[src/rtl/matmul_pkg.sv]
// Shared definitions for the matrix-multiply sequencer and its datapath.
package matmul_pkg;

    // Default matrix dimension and derived index/address widths
    localparam int unsigned DIM_DEF    = 4;
    localparam int unsigned IDX_W_DEF  = 2;
    localparam int unsigned ADDR_W_DEF = 2 * IDX_W_DEF;

    // Sequencer control states
    typedef enum logic [2:0] {
        IDLE = 3'd0,
        CLR  = 3'd1,
        MAC  = 3'd2,
        WR   = 3'd3,
        DONE = 3'd4
    } state_t;

endpackage

[src/rtl/wrap_counter.sv]
// Index counter: counts 0..DIM-1 and wraps, with synchronous clear and a
// terminal-count flag at DIM-1.
module wrap_counter
    import matmul_pkg::*;
#(
    parameter int unsigned DIM   = DIM_DEF,
    parameter int unsigned IDX_W = IDX_W_DEF
) (
    input  logic             clk,
    input  logic             reset,
    input  logic             clr,
    input  logic             en,
    output logic [IDX_W-1:0] count,
    output logic             tc
);

    localparam logic [IDX_W-1:0] LAST = IDX_W'(DIM - 1);

    assign tc = (count == LAST);

    // Clear beats enable; enable at the terminal count wraps back to zero
    always_ff @(posedge clk or negedge reset) begin
        if (!reset) begin
            count <= '0;
        end else if (clr) begin
            count <= '0;
        end else if (en) begin
            count <= tc ? '0 : count + 1'b1;
        end
    end

endmodule

[src/rtl/matmul_sequencer.sv]
// Control FSM for the matrix-multiply datapath: walks output element (i,j)
// row-major and reduction index k, driving operand addresses, accumulator
// control and the result write strobe.
module matmul_sequencer
    import matmul_pkg::*;
#(
    parameter int unsigned DIM    = DIM_DEF,
    parameter int unsigned IDX_W  = IDX_W_DEF,
    parameter int unsigned ADDR_W = ADDR_W_DEF
) (
    input  logic              clk,
    input  logic              reset,
    input  logic              start,
    input  logic              abort,
    input  logic              stall,
    output logic [ADDR_W-1:0] a_addr,
    output logic [ADDR_W-1:0] b_addr,
    output logic [ADDR_W-1:0] c_addr,
    output logic              acc_clr,
    output logic              acc_en,
    output logic              c_wr,
    output logic              busy,
    output logic              done
);

    state_t           state;
    logic [IDX_W-1:0] i_idx, j_idx, k_idx;
    logic             i_tc, j_tc, k_tc;
    logic             last_elem;
    logic             kill;
    logic             k_clr, k_en;
    logic             ij_clr, j_en, i_en;

    assign last_elem = i_tc & j_tc;
    // Abort only acts once a multiply is in flight
    assign kill      = abort & (state != IDLE);

    // k restarts at every element; i/j only restart after completion or abort
    assign k_clr  = kill | (state == CLR) | (state == DONE);
    assign k_en   = (state == MAC) & ~stall & ~k_tc;
    assign ij_clr = kill | (state == DONE);
    assign j_en   = (state == WR) & ~last_elem;
    assign i_en   = (state == WR) & j_tc & ~last_elem;

    wrap_counter #(
        .DIM   (DIM),
        .IDX_W (IDX_W)
    ) u_k_cnt (
        .clk   (clk),
        .reset (reset),
        .clr   (k_clr),
        .en    (k_en),
        .count (k_idx),
        .tc    (k_tc)
    );

    wrap_counter #(
        .DIM   (DIM),
        .IDX_W (IDX_W)
    ) u_j_cnt (
        .clk   (clk),
        .reset (reset),
        .clr   (ij_clr),
        .en    (j_en),
        .count (j_idx),
        .tc    (j_tc)
    );

    wrap_counter #(
        .DIM   (DIM),
        .IDX_W (IDX_W)
    ) u_i_cnt (
        .clk   (clk),
        .reset (reset),
        .clr   (ij_clr),
        .en    (i_en),
        .count (i_idx),
        .tc    (i_tc)
    );

    // Sequencer state: abort overrides every transition, stall only holds MAC
    always_ff @(posedge clk or negedge reset) begin
        if (!reset) begin
            state <= IDLE;
        end else if (kill) begin
            state <= IDLE;
        end else begin
            case (state)
                IDLE:    if (start) state <= CLR;
                CLR:     state <= MAC;
                MAC:     if (!stall && k_tc) state <= WR;
                WR:      state <= last_elem ? DONE : CLR;
                DONE:    state <= IDLE;
                default: state <= IDLE;
            endcase
        end
    end

    // Addresses are index concatenations, i.e. row*DIM + col
    assign a_addr = {i_idx, k_idx};
    assign b_addr = {k_idx, j_idx};
    assign c_addr = {i_idx, j_idx};

    // Strobes decode from registered state; an abort cycle suppresses write and done
    assign acc_clr = (state == CLR);
    assign acc_en  = (state == MAC) & ~stall;
    assign c_wr    = (state == WR) & ~abort;
    assign done    = (state == DONE) & ~abort;
    assign busy    = (state != IDLE);

endmodule

[config.mk]
export PLATFORM = sky130hd
export DESIGN_NAME = matmul_sequencer
export DESIGN_NICKNAME = d
export VERILOG_FILES = /design/src/rtl/matmul_pkg.sv /design/src/rtl/wrap_counter.sv /design/src/rtl/matmul_sequencer.sv
export SDC_FILE = /design/constraint.sdc
export NUM_CORES = 1
export LEC_CHECK = 0
export CORE_MARGIN = 5
export CORE_UTILIZATION = 46
export CTS_CLUSTER_SIZE = 10
export DETAILED_ROUTE_END_ITERATION = 16
export HOLD_SLACK_MARGIN = 0.15
export PLACE_DENSITY = 0.93
export REMOVE_ABC_BUFFERS = 1
export SLEW_MARGIN = 20
export SYNTH_ARGS = -nofsm -noshare
export SYNTH_HDL_FRONTEND = slang
export SYNTH_HIERARCHICAL = 1
export SYNTH_SLANG_ARGS = --single-unit
[constraint.sdc]
create_clock -name clk -period 2.2 [get_ports clk]
set_input_delay 0.22 -clock clk [delete_from_list [all_inputs] [get_ports clk]]
set_output_delay 0.22 -clock clk [all_outputs]
set_load 0.005 [all_outputs]
[After elaboration in Yosys (flattened, before gate mapping)]
Index checks and enable logic that the tools add are counted.
Operators by class
  add/sub/neg operators: 3
  equal/unequal tests: 9
  muxes and demuxes: 14
  bitwise gates (word level): 16
  reductions and logical operators: 8
Operators with widths (number)
  two-way mux 2 bit: 9
  two-way mux 3 bit: 4
  one-hot mux 3 bit (4 select lines): 1
  bitwise AND 1 bit: 9
  adder 2 x 1 -> 2 bit (second input constant): 3
  equality test 2 bit (second input constant): 3
  equality test 3 x 2 -> 1 bit (second input constant): 2
  inequality test 3 bit (second input constant): 2
  nonzero test 2 bit: 3
  inverter 1 bit: 4
  equality test 3 x 1 -> 1 bit (second input constant): 1
  equality test 3 bit (second input constant): 1
  logical NOT 3 bit: 1
  bitwise OR 1 bit: 3
  nonzero test 3 bit: 1
  AND reduction 2 bit: 1
  logical AND 1 bit: 1
  logical NOT 1 bit: 1
Storage, ports and cells
  register bits after elaboration: 9
  input port bits: 5
  logic and storage cells: 54

[Logic depth before layout (Yosys ltp)]
  depth after elaboration: 6
  gate-level depth with buffers: 5

[By module]
The synthesis kept the hierarchy.
By module, submodules not included
  matmul_sequencer: times used 1, cells an instance 34, area each 324.1 um^2, seq. area each 75.1 um^2
  wrap_counter: times used 3, cells an instance 8, area each 100.1 um^2, seq. area each 50.0 um^2

[Least setup slack after synthesis]
Ideal clock, no wire load.
  path kind: reg2reg
  from: register u_k_cnt.count[0]
  to: register u_k_cnt.count[0]
  setup time: 73 ps
  arrival: 1478 ps
  data required time: 2127 ps
  slack: 649 ps
  cell stages (with the launch flop): 5
  path buffers: 0
  period minus slack after synthesis: 1551 ps
  path through: dfrtp_1 > ha_1 > nor4_1 > or3b_1 > a21oi_2
On the way
  word-level cells in the longest chain between the ends: 4
  elaborated cells between the ends (all ways): 8
  those cells by class: 1 x add/sub; 1 x eq/ne; 3 x mux; 2 x bitwise; 1 x reduce/logical
Ends and longest elaborated chain
  start, declared: line wrap_counter.sv:13  | output logic [IDX_W-1:0] count,
  start signal, assigned: line wrap_counter.sv:28  | count <= tc ? '0 : count + 1'b1;
  equality test 2 bit: line wrap_counter.sv:19  | assign tc = (count == LAST);
  net k_tc: line matmul_sequencer.sv:28  | logic i_tc, j_tc, k_tc;
  inverter 1 bit: line matmul_sequencer.sv:40  | assign k_en = (state == MAC) & ~stall & ~k_tc;
  bitwise AND 1 bit: line matmul_sequencer.sv:40
  net k_en: line matmul_sequencer.sv:31  | logic k_clr, k_en;
  nonzero test 2 bit (no source line)
The timed path passes the listed nets, and every way through them passes these cells. The select of a mux whose other input is x is not followed.
A chain may end at the register's enable or synchronous reset.

[Worst setup path in the final report]
  from: register state[0]
  to: output done
On the way
  word-level cells in the longest chain between the ends: 2
Ends and longest elaborated chain
  start, declared: line matmul_sequencer.sv:26  | state_t state;
  start signal, assigned: line matmul_sequencer.sv:92  | WR: state <= last_elem ? DONE : CLR;
  equality test 3 bit: line matmul_sequencer.sv:108  | assign done = (state == DONE) & ~abort;
  bitwise AND 1 bit: line matmul_sequencer.sv:108
  end, declared: line matmul_sequencer.sv:23  | output logic done
Every way passes these cells.

==> flow_metrics.env <==
export IMPL_path_class="register to output port"
export IMPL_syn2layout_area_growth_pct=28.26
export IMPL_num_rows=13
export IMPL_diodes=0
export IMPL_gp_congestion=0.7902
export IMPL_io_buffers=21
export IMPL_antenna_left=0
export IMPL_dp_cells=85
export IMPL_first_pass_iters=3
export IMPL_dieWidth_um=46.84
export IMPL_fmax_mhz=535.2
export IMPL_hold_class="input pin to asynchronous set/reset pin"
export IMPL_period_needed_ns=1.869
export IMPL_final_cells=89
export IMPL_wl_per_cell_um=12.93
export IMPL_drt_iter0_drc=3
export IMPL_start_util_pct=48.59
export IMPL_grt_usage_pct=12.17
export IMPL_cts_buffers=3
export IMPL_post_drt_via_cell_ratio=5.360
export IMPL_endpoint_kind="output port"
export IMPL_cp_data_required_time_ns=1.98
export IMPL_reg2reg_depth=4
export IMPL_ctsResizeCount=0
export IMPL_drc_errors=0
export IMPL_cp_data_arrival_time_ns=1.65
export IMPL_num_nets_final=83
export IMPL_whs_ns=0.2590
export IMPL_p_leak_nw=0.3114
export IMPL_drive_above_1_share_pct=13.51
export IMPL_synthDistinctLibCells=24
export IMPL_ys_top_cells_by_area="dfrtp_1, buf_4, ha_1"
export IMPL_grt_pass1_wl_um=1869
export IMPL_fin_crit_sh_pct=84.94
export IMPL_p_per_area_nw_per_um2=960.4
export IMPL_yosysSeqAreaShare_pct=36.07
export IMPL_placed_cell_area_um2=774.5
export IMPL_vias=477
export IMPL_die_h_um=46.84
export IMPL_fin_area_um2=800.8
export IMPL_hold_violations=0
export IMPL_grt_max_degree=13
export IMPL_rsz0062_at_grt="no"
export IMPL_synth_top_area_share_pct=36.07
export IMPL_hold_buffers=0
export IMPL_clock_sinks=9
export IMPL_final_common_cell="clkdlybuf4s50_1"
export IMPL_layout_common_cells="clkdlybuf4s50_1, dfrtp_1, nand2b_1, nor3_1"
export IMPL_skew_ns=0.0007059
export IMPL_die_area_um2=2194
export IMPL_grt_antenna_before_repair=0
export IMPL_tightest_slew_ns=0.4467
export IMPL_timing_slew_headroom_pct=69.95
export IMPL_slew_viol_final=0
export IMPL_cts_root_buf="clkbuf_4"
export IMPL_tns_ns=0
export IMPL_yosysTopAreaCell="dfrtp_1"
export IMPL_postCtsSetupRepairBufs=0
export IMPL_clk_pin_slew_ns=0.06
export IMPL_clk_latency_ns=0.25
export IMPL_synth_area_um2=624.3
export IMPL_status="completed"
export IMPL_fp_coreArea_um2=1285
export IMPL_io_pins=22
export IMPL_cts_tree="yes"
export IMPL_synth_seq_cells=9
export IMPL_avgSynthCellArea_um2=10.76
export IMPL_wl_um=1151
export IMPL_cts_buffer_depth=2
export IMPL_grt_pass1_vias=459
export IMPL_htree_levels=1
export IMPL_crit_fanout=12
export IMPL_power_uw=769.1
export IMPL_synth_warnings=6
export IMPL_finalSetupViolations=0
export IMPL_ir_drop_uv=457.2
export IMPL_critPathLaunchType="register"
export IMPL_grt_ovfl_total=0
export IMPL_cap_violations=0
export IMPL_synth_cells=58
## power breakdown
part	internal [mW]	switching (mW)
clock	0.0698	0.0558
combinational	0.224	0.137
sequential	0.202	0.0817
## final cells by class
cell class,count,area (um2)
Sequential cell,9,225.2
Clock buffer,4,26.28
Multi-Input combinational cell,40,320.3
Fill cell,107,484.2
Timing Repair Buffer,21,210.2
Tap cell,15,18.77
## critical path: stages, from the launching register on
cell	delay [ns]
dfrtp_1	0.52
nor4b_1	0.33
clkdlybuf4s50_1	0.55
## routing by layer
layer  GRT usage [%]  vias to the layer above  wire (um)
met5               0                        -          0
met3           4.215                        4         78
met2           18.97                       15        577
met4           8.287                        0         25
met1           13.95                      222        469
li1                -                      236          -
## kinds of logic (layout without fill, tap and decap cells)
| group | after synthesis | in the layout | synth area share (%) |
|---|---|---|---|
| flip-flops | 9 | 9 | 36.07 |
| multiplexers | 4 | 4 | 6.613 |
| buffers and inverters | 9 | 25 | 12.62 |
| AO/OA/AOI/OAI | 7 | 7 | 9.019 |
| XOR/XNOR | 1 | 1 | 1.403 |
| adder cells (fa/ha/maj) | 3 | 3 | 6.013 |
| AND/OR/NAND/NOR | 25 | 25 | 28.26 |
## cells in the mapped netlist
cell type and n:
a21oi_1 2, nor2_4 1, nor3_1 4, and4bb_4 1, o21a_1 1, mux2_1 1, ha_1 3, a21oi_2 3
buf_6 3, nand3b_1 1, mux2i_1 3, nand2_1 1, or3_1 1, nor3_2 1, or3b_1 3, nor2_1 3
buf_4 6, dfrtp_1 9, xnor2_1 1, a211oi_2 1, nor3b_1 2, nor4_1 1, nand2b_1 4, nor4b_1 2
## worst paths after layout
path	from	endpoint	slack, ns
hold / removal	reset	u_i_cnt/count[0]$_DFFE_PN0P_	0.26
setup reg to reg	state[0]$_DFFE_PN0P_	u_i_cnt/count[0]$_DFFE_PN0P_	0.45
max in group asynchronous	reset	state[0]$_DFFE_PN0P_	1.66
setup / recovery	state[0]$_DFFE_PN0P_	done	0.33
min in group clk	u_k_cnt/count[1]$_DFFE_PN0P_	u_k_cnt/count[1]$_DFFE_PN0P_	0.59
hold reg to reg	u_k_cnt/count[1]$_DFFE_PN0P_	u_k_cnt/count[1]$_DFFE_PN0P_	0.59
## state kept, by name (all words and copies together), names as in the netlist
signal,count
state,3
u_i_cnt/count,2
u_k_cnt/count,2
u_j_cnt/count,2
## per-stage QoR
stage	util [%]	setup slack (ns)
floorplan	-	0.6326
global placement	60.27	0.3824
detailed placement	60.27	0.3567
CTS	62.32	0.3129
global route	62.32	0.1911
finish	62.32	0.3314
Power figures use the tool's default switching activity.
